File: src/rtl/axi_addr_router_pkg.sv
// Shared interconnect definitions: AXI response codes, the response type and
// the burst-length field width used by the address routers.
package axi_addr_router_pkg;

  localparam int AXI_LEN_BITS = 8;

  typedef logic [1:0] resp_t;

  localparam resp_t AXI_RESP_OKAY   = 2'b00;
  localparam resp_t AXI_RESP_EXOKAY = 2'b01;
  localparam resp_t AXI_RESP_SLVERR = 2'b10;
  localparam resp_t AXI_RESP_DECERR = 2'b11;

endpackage

File: src/rtl/axi_default_slave.sv
// Default (unmapped-address) slave. Accepts one burst length per routed
// transaction into a MAX_OUTST-deep FIFO and answers each with DECERR beats.
// Read mode emits len+1 beats with last on the final one; write mode emits a
// single beat per entry.
// Ports:
//   clk, rst             clock, synchronous active-high reset
//   push, push_len, full address side: enqueue a burst length
//   rsp_valid/last/resp  response beat towards the router's response mux
//   rsp_ready            response accepted
module axi_default_slave
  import axi_addr_router_pkg::*;
#(
  parameter int MAX_OUTST = 4,
  parameter bit IS_WRITE  = 1'b0
) (
  input  logic                    clk,
  input  logic                    rst,
  input  logic                    push,
  input  logic [AXI_LEN_BITS-1:0] push_len,
  output logic                    full,
  output logic                    rsp_valid,
  output logic                    rsp_last,
  output resp_t                   rsp_resp,
  input  logic                    rsp_ready
);

  localparam int PTR_W = (MAX_OUTST > 1) ? $clog2(MAX_OUTST) : 1;
  localparam int CNT_W = $clog2(MAX_OUTST + 1);
  localparam logic [PTR_W-1:0] LAST_PTR = PTR_W'(MAX_OUTST - 1);
  localparam logic [CNT_W-1:0] DEPTH    = CNT_W'(MAX_OUTST);

  logic [AXI_LEN_BITS-1:0] len_mem [MAX_OUTST];
  logic [PTR_W-1:0]        wr_ptr;
  logic [PTR_W-1:0]        rd_ptr;
  logic [CNT_W-1:0]        fill;
  logic [8:0]              beat_cnt;
  logic                    pop;

  function automatic logic [PTR_W-1:0] ptr_inc(input logic [PTR_W-1:0] p);
    return (p == LAST_PTR) ? '0 : p + 1'b1;
  endfunction

  // The FIFO head is the burst being answered; beat_cnt counts beats already
  // accepted from it, so the first beat is visible the cycle after the push
  // and the next burst follows the last beat with no gap.
  assign full      = (fill == DEPTH);
  assign rsp_valid = (fill != '0);
  assign rsp_last  = IS_WRITE ? 1'b1 : (beat_cnt == {1'b0, len_mem[rd_ptr]});
  assign rsp_resp  = AXI_RESP_DECERR;
  assign pop       = rsp_valid & rsp_ready & rsp_last;

  always_ff @(posedge clk) begin
    if (push) len_mem[wr_ptr] <= push_len;
  end

  always_ff @(posedge clk) begin
    if (rst) begin
      wr_ptr   <= '0;
      rd_ptr   <= '0;
      fill     <= '0;
      beat_cnt <= '0;
    end else begin
      if (push) wr_ptr <= ptr_inc(wr_ptr);
      if (pop)  rd_ptr <= ptr_inc(rd_ptr);
      case ({push, pop})
        2'b10:   fill <= fill + 1'b1;
        2'b01:   fill <= fill - 1'b1;
        default: ;
      endcase
      if (rsp_valid & rsp_ready) beat_cnt <= rsp_last ? '0 : beat_cnt + 9'd1;
    end
  end

endmodule

File: src/rtl/axi_addr_router.sv
// AXI address-channel router for one master port (AR or AW). Decodes the
// address against a base table, forwards the handshake to the matching slave
// or to the internal DECERR default slave, and steers the response channel
// back from the slave owning the outstanding transactions.
// Ports:
//   clk, rst                          clock, synchronous active-high reset
//   I_Addr, I_Len, I_Valid, IB_Ready  master address channel
//   O_Valid, OB_Ready                 per-slave address valid/ready
//   S_RespValid/Last/Resp/Ready       per-slave response channel
//   O_RespValid/Last/Resp, I_RespReady response channel to the master
//   O_RespSel                         current owner, selects external data mux
module axi_addr_router
  import axi_addr_router_pkg::*;
#(
  parameter int                           NUM_SLAVES = 2,
  parameter int                           ADDR_W     = 32,
  parameter int                           MATCH_LSB  = 16,
  parameter logic [NUM_SLAVES*ADDR_W-1:0] SLAVE_BASE = {32'h0001_0000, 32'h0000_0000},
  parameter int                           MAX_OUTST  = 4,
  parameter bit                           IS_WRITE   = 1'b0
) (
  input  logic                              clk,
  input  logic                              rst,
  input  logic [ADDR_W-1:0]                 I_Addr,
  input  logic [AXI_LEN_BITS-1:0]           I_Len,
  input  logic                              I_Valid,
  output logic                              IB_Ready,
  output logic [NUM_SLAVES-1:0]             O_Valid,
  input  logic [NUM_SLAVES-1:0]             OB_Ready,
  input  logic [NUM_SLAVES-1:0]             S_RespValid,
  input  logic [NUM_SLAVES-1:0]             S_RespLast,
  input  logic [2*NUM_SLAVES-1:0]           S_Resp,
  output logic [NUM_SLAVES-1:0]             S_RespReady,
  output logic                              O_RespValid,
  output logic                              O_RespLast,
  output resp_t                             O_Resp,
  input  logic                              I_RespReady,
  output logic [$clog2(NUM_SLAVES+1)-1:0]   O_RespSel
);

  localparam int SEL_W = $clog2(NUM_SLAVES + 1);
  localparam int CNT_W = $clog2(MAX_OUTST + 1);
  localparam int TAG_W = ADDR_W - MATCH_LSB;
  localparam logic [SEL_W-1:0] DEF_IDX = SEL_W'(NUM_SLAVES);
  localparam logic [CNT_W-1:0] MAX_CNT = CNT_W'(MAX_OUTST);

  logic [SEL_W-1:0] dest;
  logic [SEL_W-1:0] cur_dest;
  logic [CNT_W-1:0] outst_cnt;
  logic             dest_ready;
  logic             stall;
  logic             go;
  logic             fire;
  logic             retire;
  logic             busy;
  logic             sel_valid;
  logic             sel_last;
  resp_t            sel_resp;
  logic             ds_full;
  logic             ds_valid;
  logic             ds_last;
  resp_t            ds_resp;
  logic             ds_ready;

  if (MATCH_LSB > 0) begin : g_low_bits
    logic unused_low;
    assign unused_low = ^I_Addr[MATCH_LSB-1:0];
  end

  // Address decode: walk downwards so the lowest matching slave wins.
  always_comb begin
    dest = DEF_IDX;
    for (int i = NUM_SLAVES - 1; i >= 0; i--) begin
      if (I_Addr[ADDR_W-1:MATCH_LSB] == SLAVE_BASE[i*ADDR_W+MATCH_LSB +: TAG_W])
        dest = SEL_W'(i);
    end
  end

  always_comb begin
    dest_ready = ~ds_full;
    for (int i = 0; i < NUM_SLAVES; i++) begin
      if (dest == SEL_W'(i)) dest_ready = OB_Ready[i];
    end
  end

  // Only one destination may own outstanding traffic at a time, which keeps
  // responses in order without ID tracking.
  assign stall = (outst_cnt == MAX_CNT) || ((outst_cnt != '0) && (dest != cur_dest));
  assign go    = ~rst & I_Valid & ~stall;

  always_comb begin
    O_Valid = '0;
    for (int i = 0; i < NUM_SLAVES; i++) O_Valid[i] = go & (dest == SEL_W'(i));
  end

  assign IB_Ready = go & dest_ready;
  assign fire     = IB_Ready;

  // Response mux from the current owner
  always_comb begin
    sel_valid = ds_valid;
    sel_last  = ds_last;
    sel_resp  = ds_resp;
    for (int i = 0; i < NUM_SLAVES; i++) begin
      if (cur_dest == SEL_W'(i)) begin
        sel_valid = S_RespValid[i];
        sel_last  = IS_WRITE ? 1'b1 : S_RespLast[i];
        sel_resp  = S_Resp[2*i +: 2];
      end
    end
  end

  assign busy        = ~rst & (outst_cnt != '0);
  assign O_RespValid = busy & sel_valid;
  assign O_RespLast  = sel_last;
  assign O_Resp      = sel_resp;
  assign O_RespSel   = rst ? '0 : cur_dest;
  assign ds_ready    = busy & I_RespReady & (cur_dest == DEF_IDX);
  assign retire      = O_RespValid & I_RespReady & O_RespLast;

  always_comb begin
    S_RespReady = '0;
    for (int i = 0; i < NUM_SLAVES; i++)
      S_RespReady[i] = busy & I_RespReady & (cur_dest == SEL_W'(i));
  end

  // Outstanding tracking; a simultaneous fire and retire leaves the count as is.
  always_ff @(posedge clk) begin
    if (rst) begin
      outst_cnt <= '0;
      cur_dest  <= '0;
    end else begin
      if (fire) cur_dest <= dest;
      case ({fire, retire})
        2'b10:   outst_cnt <= outst_cnt + 1'b1;
        2'b01:   outst_cnt <= outst_cnt - 1'b1;
        default: ;
      endcase
    end
  end

  axi_default_slave #(
    .MAX_OUTST (MAX_OUTST),
    .IS_WRITE  (IS_WRITE)
  ) u_default_slave (
    .clk       (clk),
    .rst       (rst),
    .push      (fire & (dest == DEF_IDX)),
    .push_len  (I_Len),
    .full      (ds_full),
    .rsp_valid (ds_valid),
    .rsp_last  (ds_last),
    .rsp_resp  (ds_resp),
    .rsp_ready (ds_ready)
  );

endmodule

File: config.mk
export PLATFORM = sky130hd
export DESIGN_NAME = axi_addr_router
export DESIGN_NICKNAME = d
export VERILOG_FILES = /design/src/rtl/axi_addr_router_pkg.sv /design/src/rtl/axi_default_slave.sv /design/src/rtl/axi_addr_router.sv
export SDC_FILE = /design/constraint.sdc
export NUM_CORES = 1
export LEC_CHECK = 0
export CORE_MARGIN = 5
export CORE_UTILIZATION = 49
export DETAILED_ROUTE_END_ITERATION = 16
export GPL_TIMING_DRIVEN = 0
export PLACE_DENSITY = 0.81
export SLEW_MARGIN = 5
export SYNTH_ARGS = -nofsm -noshare
export SYNTH_HDL_FRONTEND = slang
export SYNTH_SLANG_ARGS = --single-unit
File: constraint.sdc
create_clock -name clk -period 3.8 [get_ports clk]
set_clock_uncertainty 0.05 [all_clocks]
set_input_delay 0.38 -clock clk [delete_from_list [all_inputs] [get_ports clk]]
set_output_delay 0.38 -clock clk [all_outputs]
set_load 0.01 [all_outputs]
==> run_results.csv, run 1 <==
group,metric,value,unit
pwr,power_density,351,nW/um^2
floorplan,die_height,84.3,microns
setup_path,end_kind,"register",
sta,rsz0062_at_grt,"no",
pwr,ir_worst_vdd,0.371,mV
min_path,holdPathStages,2,
logic_synthesis,synth_top_area_share,0.356,
clock_network,cts_buffers,5,
pwr,p_seq_frac,0.564,
grt,grt_max_degree,21,
cells_and_area,layout.filler_cells,454,
pwr,p_total,1.19,mW
floorplan,die_area,7100,sq um
pwr,intPower,0.886,mW
sta,relSlewSlack,0.573,
clock_network,clock-sinks,55,
sta,fin_crit,3610,ps
clock_network,insertion_delay,310,ps
routing,drt_iter0_drc,98,
outcome,status,"finished, final reports clean",
pwr,clock_power_share,0.291,
logic_synthesis,synth_edf_count,32,
logic_synthesis,synth_top_cell_by_area,"edfxtp_1",
pwr,p_comb_frac,0.145,
routing,ant_nets,0,
setup_path,path_class,"reg2reg",
cells_and_area,nNetsFinal,355,
routing,vias,1944,
setup_path,start_kind,"register",
floorplan,start_util,0.497,
routing,post-route-drc-count,0,
grt,grt_usage,0.151,
sta,achievable-frequency,0.277,GHz
cells_and_area,utilization,0.621,
logic_synthesis,synthTopCellsByCount,"32 x edfxtp_1, 23 x dfxtp_1, 17 x nor2_1, 14 x nand2_1, 12 x a21oi_1",
sta,worst_pin_slew,625,ps
logic_synthesis,syn_area_per_cell,11.5,sq um
grt,overflow,0,
clock_network,htreeDepth,2,
placement,io_buffer_count,48,
min_path,hp-start,"u_default_slave.beat_cnt[1]$_SDFFE_PP0P_",
logic_synthesis,async_reset_ff_frac,0,
logic_synthesis,synth_most_common_cell,"edfxtp_1",
logic_synthesis,yosys-top-cells-area,"edfxtp_1 36%, dfxtp_1 17%, mux4_1 3.9%",
logic_synthesis,yosys_warnings,0,
placement,gp_congestion,0.791,
run,maxCapViolCount,0,
sta,finalCritPeriodShare,0.950,
routing,wl_per_cell,14.8,microns
routing,drtPass1Iterations,4,
cells_and_area,layout-drive-gt1-share,0.0890,
clock_network,post-cts-setup-buffers,0,
floorplan,fp.dieW,84.3,microns
floorplan,core,5440,sq um
setup_path,critPathRequiredTime,4000,ps
clock_network,cts-root-buf,"clkbuf_8",
pwr,swShare,0.253,
logic_synthesis,ys_seq_elements,55,
logic_synthesis,synth_area,2700,sq um
setup_path,reg2regPathDepth,14,
grt,antenna_found_initial,0,
sta,slew_violations,0,
cells_and_area,antenna_cells,0,
setup_path,crit_path_max_fanout,10,
routing,wl,5.39,mm
clock_network,cts_buffer_depth,2,
cells_and_area,area_growth,25.0,%
clock_network,clkTransAtPathRegs,110,ps
floorplan,pin_count,65,
logic_synthesis,synth_cell_type_count,46,
sta,final_hold_viol_count,0,
pwr,net-switching-power,0.301,mW
placement,dpl.hpwl,3.95,mm
logic_synthesis,synth_top_flop_cell,"edfxtp_1",
clock_network,post_cts_hold_buffer_count,0,
sta,finalSetupViolations,0,
clock_network,tritoncts,"yes",
min_path,hp-class,"reg2reg",
pwr,p_leak,1.13,nW
logic_synthesis,synth-seq-area-share,0.526,
floorplan,rows,27,
logic_synthesis,synthesis.nets,300,
grt,grt_pass1_wl,8.87,mm
routing,vias_per_cell,5.34,
setup_path,worstPathArrival,3810,ps
logic_synthesis,synthCells,236,
grt,grt_pass1_vias,1878,
==> cell type report <==
class                           instances  area, sq um  area share
Buffer                                 10         53.8      0.0159
Clock buffer                            5         68.8      0.0204
Clock inverter                          3         33.8      0.0100
Inverter                               11         41.3      0.0122
Multi-Input combinational cell        159         1180       0.350
Sequential cell                        55         1420       0.421
Tap cell                               72         90.1      0.0267
Timing Repair Buffer                   49          485       0.144
==> worst paths after layout <==
| check | endpoint | slack, ps |
|---|---|---|
| worst min-delay path | u_default_slave.beat_cnt[1]$_SDFFE_PP0P_ | 470 |
| worst max register to register | outst_cnt[2]$_SDFFE_PP0P_ | 190 |
| worst max-delay path | outst_cnt[2]$_SDFFE_PP0P_ | 190 |
| worst min register to register | u_default_slave.beat_cnt[1]$_SDFFE_PP0P_ | 470 |
==> per-stage QoR <==
| stage | instances | hold slack, ps | setup slack (ps) | cell area [sq um] | setup TNS, ps |
|---|---|---|---|---|---|
| floorplan | 236 | 409 | 278 | 2700 | 0 |
| global placement | 356 | 423 | 105 | 3270 | 0 |
| detailed placement | 356 | 443 | -19.0 | 3270 | -19.0 |
| CTS | 363 | 460 | 36.1 | 3370 | 0 |
| global route | 364 | 478 | 11.5 | 3380 | 0 |
| finish | 364 | 466 | 191 | 3380 | 0 |
==> critical path, cell delays in order, from the launching register on <==
cell	delay, ps
dfxtp_2	360
buf_2	160
mux4_2	530
xnor2_1	140
nand2_1	70
or4_4	490
buf_6	160
a21oi_2	150
and3_1	190
ha_2	200
inv_1	50
fa_1	380
xor2_1	160
or3_1	300
a21oi_1	150
==> registers in the layout, summed over array words and instances, names as in the netlist, named ones only <==
register	flops
u_default_slave.len_mem	32
u_default_slave.beat_cnt	9
outst_cnt	3
u_default_slave.fill	3
cur_dest	2
u_default_slave.rd_ptr	2
u_default_slave.wr_ptr	2
==> cells in the final DEF (no fill, tap or decap), types with 5 or more instances in the layout <==
cell / instances
a21oi_1: 11
a31oi_1: 5
clkbuf_1: 7
clkbuf_8: 5
clkdlybuf4s50_1: 48
dfxtp_1: 22
edfxtp_1: 32
ha_1: 7
inv_1: 11
mux4_2: 7
nand2_1: 14
nand3_1: 9
nor2_1: 17
nor2b_1: 7
nor3_1: 8
o21ai_0: 6
or3_1: 6
xnor2_1: 5
xor2_1: 8
==> power groups by stage <==
| stage | Clock, mW | Sequential, mW | Combinational [mW] |
|---|---|---|---|
| final | 0.345 | 0.670 | 0.172 |
| after CTS | 0.355 | 0.669 | 0.171 |
| after global placement | 0 | 0.681 | 0.165 |
| after floorplan | 0 | 0.677 | 0.0929 |
| after global routing | 0.379 | 0.673 | 0.191 |
| after detailed placement | 0 | 0.682 | 0.169 |
==> kinds of logic (layout without fill, tap and decap cells) <==
kind of cell | after synthesis | in the layout | share of synthesized area
mux | 12 | 12 | 0.0829
xor+xnor | 14 | 14 | 0.0454
flops | 55 | 55 | 0.526
buf+inv | 22 | 78 | 0.0366
fa+ha+maj | 10 | 10 | 0.0519
simple gates | 90 | 90 | 0.182
compound gates | 33 | 33 | 0.0750
==> layer usage <==
metal / track usage / vias up / share of wire
met5: 0 / - / 0
met4: 0.0409 / 0 / 0.010
met3: 0.0393 / 6 / 0.075
met2: 0.245 / 62 / 0.45
met1: 0.199 / 908 / 0.47
li1: - / 968 / -
==> repair_timing <==
item / in CTS / in global routing
hold endpoints to repair: 0 / 0
resized for setup: 1 / 7
cloned: 0 / 1
setup endpoints to repair: 1 / 2
Note: power is estimated with default switching activity, not from simulation.
==> run 2, diff against run 1 <==
--- a/config.mk
+++ b/config.mk
@@ -6,10 +6,10 @@
 export NUM_CORES = 1
 export LEC_CHECK = 0
 export CORE_MARGIN = 5
-export CORE_UTILIZATION = 49
+export CORE_UTILIZATION = 53
 export DETAILED_ROUTE_END_ITERATION = 16
 export GPL_TIMING_DRIVEN = 0
-export PLACE_DENSITY = 0.81
+export PLACE_DENSITY = 0.87
 export SLEW_MARGIN = 5
 export SYNTH_ARGS = -nofsm -noshare
 export SYNTH_HDL_FRONTEND = slang
==> constraint.sdc (replaced) <==
create_clock -name clk -period 4.4 [get_ports clk]
set_clock_uncertainty 0.05 [all_clocks]
set_input_delay 0.44 -clock clk [delete_from_list [all_inputs] [get_ports clk]]
set_output_delay 0.44 -clock clk [all_outputs]
set_load 0.01 [all_outputs]
==> run_results.csv, run 2 (same netlist as run 1, synthesis figures left out) <==
group,metric,value,unit
outcome,status,"finished, final reports clean",
cells_and_area,mostFrequentLayoutCell,"clkdlybuf4s50_1",
routing,ant_nets,0,
pwr,p_leak,1.13,nW
routing,wl_met3,384,microns
clock_network,cts-resized-gates,0,
sta,slew_violations,0,
placement,dpl.hpwl,4.02,mm
clock_network,cts-root-buf,"clkbuf_8",
setup_path,crit_path_max_fanout,10,
floorplan,fp.dieW,81.4,microns
floorplan,pin_count,65,
floorplan,rows,26,
run,maxCapViolCount,0,
grt,grt_usage,0.176,
setup_path,end_kind,"register",
cells_and_area,utilization,0.667,
setup_path,worstPathArrival,3990,ps
sta,timing.hold.ws,459,ps
cells_and_area,top_regs,"u_default_slave.len_mem: 32 flops, u_default_slave.beat_cnt: 9 flops",
sta,finalSetupViolations,0,
sta,finalSetupTns,0,ps
clock_network,clkTransAtPathRegs,100,ps
clock_network,post-cts-setup-buffers,0,
cells_and_area,largest_register_ffs,32,
setup_path,cpMostUsedCell,"a21oi_1",
sta,relSlewSlack,0.636,
floorplan,die_area,6630,sq um
cells_and_area,nNetsFinal,355,
cells_and_area,layout-drive-gt1-share,0.0582,
setup_path,start_kind,"register",
routing,met2_length,2.52,mm
sta,achievable-frequency,0.264,GHz
routing,drt_iter0_drc,118,
placement,gp_congestion,0.844,
setup_path,max_stage_delay,430,ps
routing,wl,5.20,mm
sta,finalCritPeriodShare,0.862,
routing,drtPass1Iterations,4,
sta,final_hold_viol_count,0,
routing,maxUsedRoutingLayer,"met4",
min_path,hp-start,"outst_cnt[2]$_SDFFE_PP0P_",
routing,vias_per_cell,5.34,
cells_and_area,fin_cells,362,
grt,antenna_found_initial,0,
sta,rsz0062_at_grt,"no",
placement,post-place-cells,354,
sta,fin_crit,3790,ps
routing,wirelength_met1,2.24,mm
clock_network,insertion_delay,310,ps
grt,grt_pass1_vias,1929,
pwr,power_density,300,nW/um^2
clock_network,cts_buffer_depth,2,
min_path,hp-class,"reg2reg",
routing,wl_per_cell,14.4,microns
grt,overflow,0,
cells_and_area,area_growth,24.5,%
clock_network,cts_buffers,5,
floorplan,core,5040,sq um
routing,vias,1934,
setup_path,cp_slowest_cell,"clkbuf_1",
pwr,ir_worst_vdd,0.248,mV
clock_network,clock-sinks,55,
routing,post-route-drc-count,0,
sta,worst_pin_slew,532,ps
setup_path,critPathRequiredTime,4590,ps
grt,grt_pass1_wl,8.83,mm
floorplan,die_height,81.4,microns
cells_and_area,multi_input_area,1180,sq um
floorplan,start_util,0.536,
pwr,p_total,1.01,mW
cells_and_area,antenna_cells,0,
clock_network,tritoncts,"yes",
grt,grt_max_degree,20,
cells_and_area,seq_area,1420,sq um
clock_network,htreeDepth,2,
placement,io_buffer_count,48,
cells_and_area,top_register,"u_default_slave.len_mem",
cells_and_area,layout.filler_cells,381,
setup_path,cp_cell_sequence,"clkbuf_1 > mux4_1 > xnor2_1 > nand4_1 > or4_4 > buf_6 > a21oi_1 > and3_1 > ha_1 > inv_1 > fa_1 > xor2_1 > or3_1 > a21oi_1",
setup_path,path_class,"reg2reg",
clock_network,post_cts_hold_buffer_count,0,
cells_and_area,mostFrequentLayoutCells,"48 x clkdlybuf4s50_1, 32 x edfxtp_1, 23 x dfxtp_1",
[run 2: path summary, 6_finish.rpt]
check / slack, ps / cells past startpoint / to
setup / recovery: 610 / 14 / outst_cnt[2]$_SDFFE_PP0P_
hold / removal: 460 / 2 / outst_cnt[2]$_SDFFE_PP0P_
setup reg to reg: 610 / 14 / outst_cnt[2]$_SDFFE_PP0P_
hold reg to reg: 460 / 2 / outst_cnt[2]$_SDFFE_PP0P_
[run 2: worst max-delay path, delay by kind of cell, from the launching register on]
family	cells	cell delay [ps]
AND/OR/NAND/NOR	4	1040
buffers and inverters	3	650
adder cells (fa/ha/maj)	2	570
multiplexers	1	430
XOR/XNOR	2	350
flip-flops	1	320
AO/OA/AOI/OAI	2	310
[run 2: layout make-up]
type / instances / share of cell area
buffer: 11 / 0.0171
clock buffer: 5 / 0.0204
clock inverter: 3 / 0.00781
inverter: 11 / 0.0123
multi-input combinational: 159 / 0.351
sequential: 55 / 0.422
tap: 70 / 0.0260
timing repair buffer: 48 / 0.143
[run 2: routing by layer]
| metal | global-route usage | vias to the layer above |
|---|---|---|
| met1 | 0.213 | 903 |
| met5 | 0 | - |
| li1 | - | 975 |
| met4 | 0.0557 | 0 |
| met2 | 0.300 | 49 |
| met3 | 0.0515 | 7 |
[run 2: per-stage QoR]
step | worst slack [ps] | cell area (sq um)
final | 605 | 3370
after global routing | 324 | 3370
after CTS | 618 | 3370
after detailed placement | 683 | 3270
after global placement | 751 | 3270
after floorplan | 878 | 2700
[run 2: where the power goes]
| part | switching, mW | total, mW | internal [mW] |
|---|---|---|---|
| combinational | 0.0665 | 0.146 | 0.0792 |
| sequential | 0.0145 | 0.577 | 0.563 |
| clock | 0.167 | 0.285 | 0.118 |
| total | 0.248 | 1.01 | 0.760 |
==> RTL edit: new RTL, config.mk and constraints of run 1 <==
`NUM_SLAVES`: 2 -> 4.
--- a/src/rtl/axi_addr_router.sv
+++ b/src/rtl/axi_addr_router.sv
@@ -12,7 +12,7 @@
 module axi_addr_router
   import axi_addr_router_pkg::*;
 #(
-  parameter int                           NUM_SLAVES = 2,
+  parameter int                           NUM_SLAVES = 4,
   parameter int                           ADDR_W     = 32,
   parameter int                           MATCH_LSB  = 16,
   parameter logic [NUM_SLAVES*ADDR_W-1:0] SLAVE_BASE = {32'h0001_0000, 32'h0000_0000},
Interface: changed (7 resized); port bits go from 65 to 80. The function was not compared with the original's and may differ.
==> RTL edit against run 1 <==
- count of clock-buffer cells in the layout stayed put
- critical path depth stayed put
- worst hold slack worse by 15 ps
- critical endpoint unchanged
- combinational power is 6% lower
- die area is 1.3% higher
- power is 2.1% lower
- routed wire length is 4.2% higher
- maximum frequency hardly changed
- worst setup slack better by 1.0 ps
- final area is 1.3% higher
- area after synthesis is 1.4% higher
- largest power group unchanged
- sequential cell count stayed put
==> RTL edit: results (changes against run 1) <==
{| class="wikitable"
! Metric !! Value
|-
| Final ANT Viol Nets || 0 (unchanged)
|-
| Fin nets || 382 (was 355)
|-
| Max IR drop VDD || 0.316 mV (was 0.371 mV)
|-
| Vias in the first global route || 1879 (was 1878)
|-
| Biggest area contributors in the synthesized netlist || edfxtp_1 (35%), dfxtp_1 (17%), mux4_2 (4.1%), ha_1 (3.7%), nor2_1 (3.0%) (was edfxtp_1 (36%), dfxtp_1 (17%), mux4_1 (3.9%), ha_1 (3.7%), xor2_1 (2.6%))
|-
| Max FO, Critical Path || 8 (was 10)
|-
| Largest net degree at the start of global routing || 20 (was 21)
|-
| Cell at the root of the clock tree || clkbuf_8 (unchanged)
|-
| Number of buffers inserted to repair setup after CTS || 0 (unchanged)
|-
| Class of the worst hold path || reg2reg (unchanged)
|-
| Number of flops mapped to enable cells by yosys || 32 (unchanged)
|-
| Number of buffer cells added on primary ports || 47 (was 48)
|-
| Multiplexer area fraction after synthesis || 0.0826 (was 0.0829)
|-
| Synth Warn # || 0 (unchanged)
|-
| Weighted congestion reported at the end of routability-driven placement || 0.770 (was 0.791)
|-
| Result of the run || finished clean (unchanged)
|-
| Estimated wirelength of the detail-placed design || 4130 µm (was 3950 µm)
|-
| Leak pwr || 1.19 nW (was 1.13 nW)
|-
| Synth cell types || 42 (was 46)
|-
| Adder-Cell Fraction of Synth Area || 0.0511 (was 0.0519)
|-
| Worst slew margin relative to its limit || 0.469 (was 0.573)
|-
| Seq/Total Area, Yosys || 0.518 (was 0.526)
|-
| Achievable Freq || 0.277 GHz (about the same)
|-
| Gr usage total || 0.155 (was 0.151)
|-
| Fraction of final layout cells sized beyond drive strength 1 || 0.0971 (was 0.0890)
|-
| Synth Area in XOR/XNOR || 0.0447 (was 0.0454)
|-
| Detailed-route vias per instance || 5.39 (was 5.34)
|-
| Avg WL per Cell || 14.7 µm (was 14.8 µm)
|-
| Synthesized-area fraction occupied by ao, oa, aoi and oai cells || 0.0744 (was 0.0750)
|-
| Worst setup slack before clock tree synthesis || -17.4 ps (was -19.0 ps)
|-
| Global-route wire length before repair || 8890 µm (was 8870 µm)
|-
| Cell types with the highest counts after synthesis || edfxtp_1 (32), dfxtp_1 (23), nor2_1 (22) (was edfxtp_1 (32), dfxtp_1 (23), nor2_1 (17))
|}
-- RTL edit: changes by cell type in the layout (fill, tap and decap cells not counted), moves of 4 or more --
cell,run 1,this run
buf_4,0,5
nor2_1,17,21
conb_1,0,5
inv_1,11,16
-- RTL edit: per-stage QoR --
step | instances | cell area, µm² | hold slack, ps
floorplan | 254 | 2760 | 408
global placement | 373 | 3320 | 423
detailed placement | 373 | 3320 | 429
CTS | 380 | 3410 | 446
global route | 381 | 3420 | 469
finish | 381 | 3420 | 451
-- RTL edit: timing repair --
action	4_1_cts	5_1_grt
gates resized for setup	0	8
setup endpoints to repair	1	2
cloned	0	1
-- RTL edit: cell type report --
type,instances,area [µm²]
flip-flops and latches,55,1420
multi-input cells,167,1190
repair buffers,48,475
fillers,469,2050
plain buffers,15,85.1
clock inverters,3,27.5
well taps,72,90.1
clock buffers,5,68.8
inverters,16,60.1
-- RTL edit: cell families after synthesis --
logic type	after synthesis
AND/OR/NAND/NOR	91
flip-flops	55
AO/OA/AOI/OAI	34
buffers and inverters	32
XOR/XNOR	14
multiplexers	13
adder cells (fa/ha/maj)	10
other	1
-- RTL edit: path summary, 6_finish.rpt --
kind | start | endpoint | depth (start not counted)
max reg2reg | register | outst_cnt[2] | 14
max | register | outst_cnt[2] | 14
min reg2reg | outst_cnt[2] | outst_cnt[2] | 2
min | outst_cnt[2] | outst_cnt[2] | 2
-- RTL edit: metal layers --
layer  wire length (µm)  track usage  vias up  share of wire
li1                   -            -     1003              -
met1               2540        0.199      985           0.45
met2               2600        0.251       58           0.46
met3                377       0.0451        8          0.067
met4                 93       0.0518        0          0.017
met5                  0            0        -              0
-- RTL edit: power breakdown --
part | switching (mW) | internal [mW]
sequential | 0.0126 | 0.648
clock | 0.203 | 0.137
combinational | 0.0744 | 0.0868
total | 0.290 | 0.872
-- RTL edit: worst max-delay path, stage by stage (launching register included) --
cell and delay (ps):
dfxtp_2 360, buf_6 140, mux4_2 520, xnor2_1 200, nand2_1 70, or4_1 450, buf_2 180, a21oi_2 170
and3_1 190, ha_2 200, inv_1 50, fa_1 370, xor2_1 160, or3_1 310, a21oi_1 140
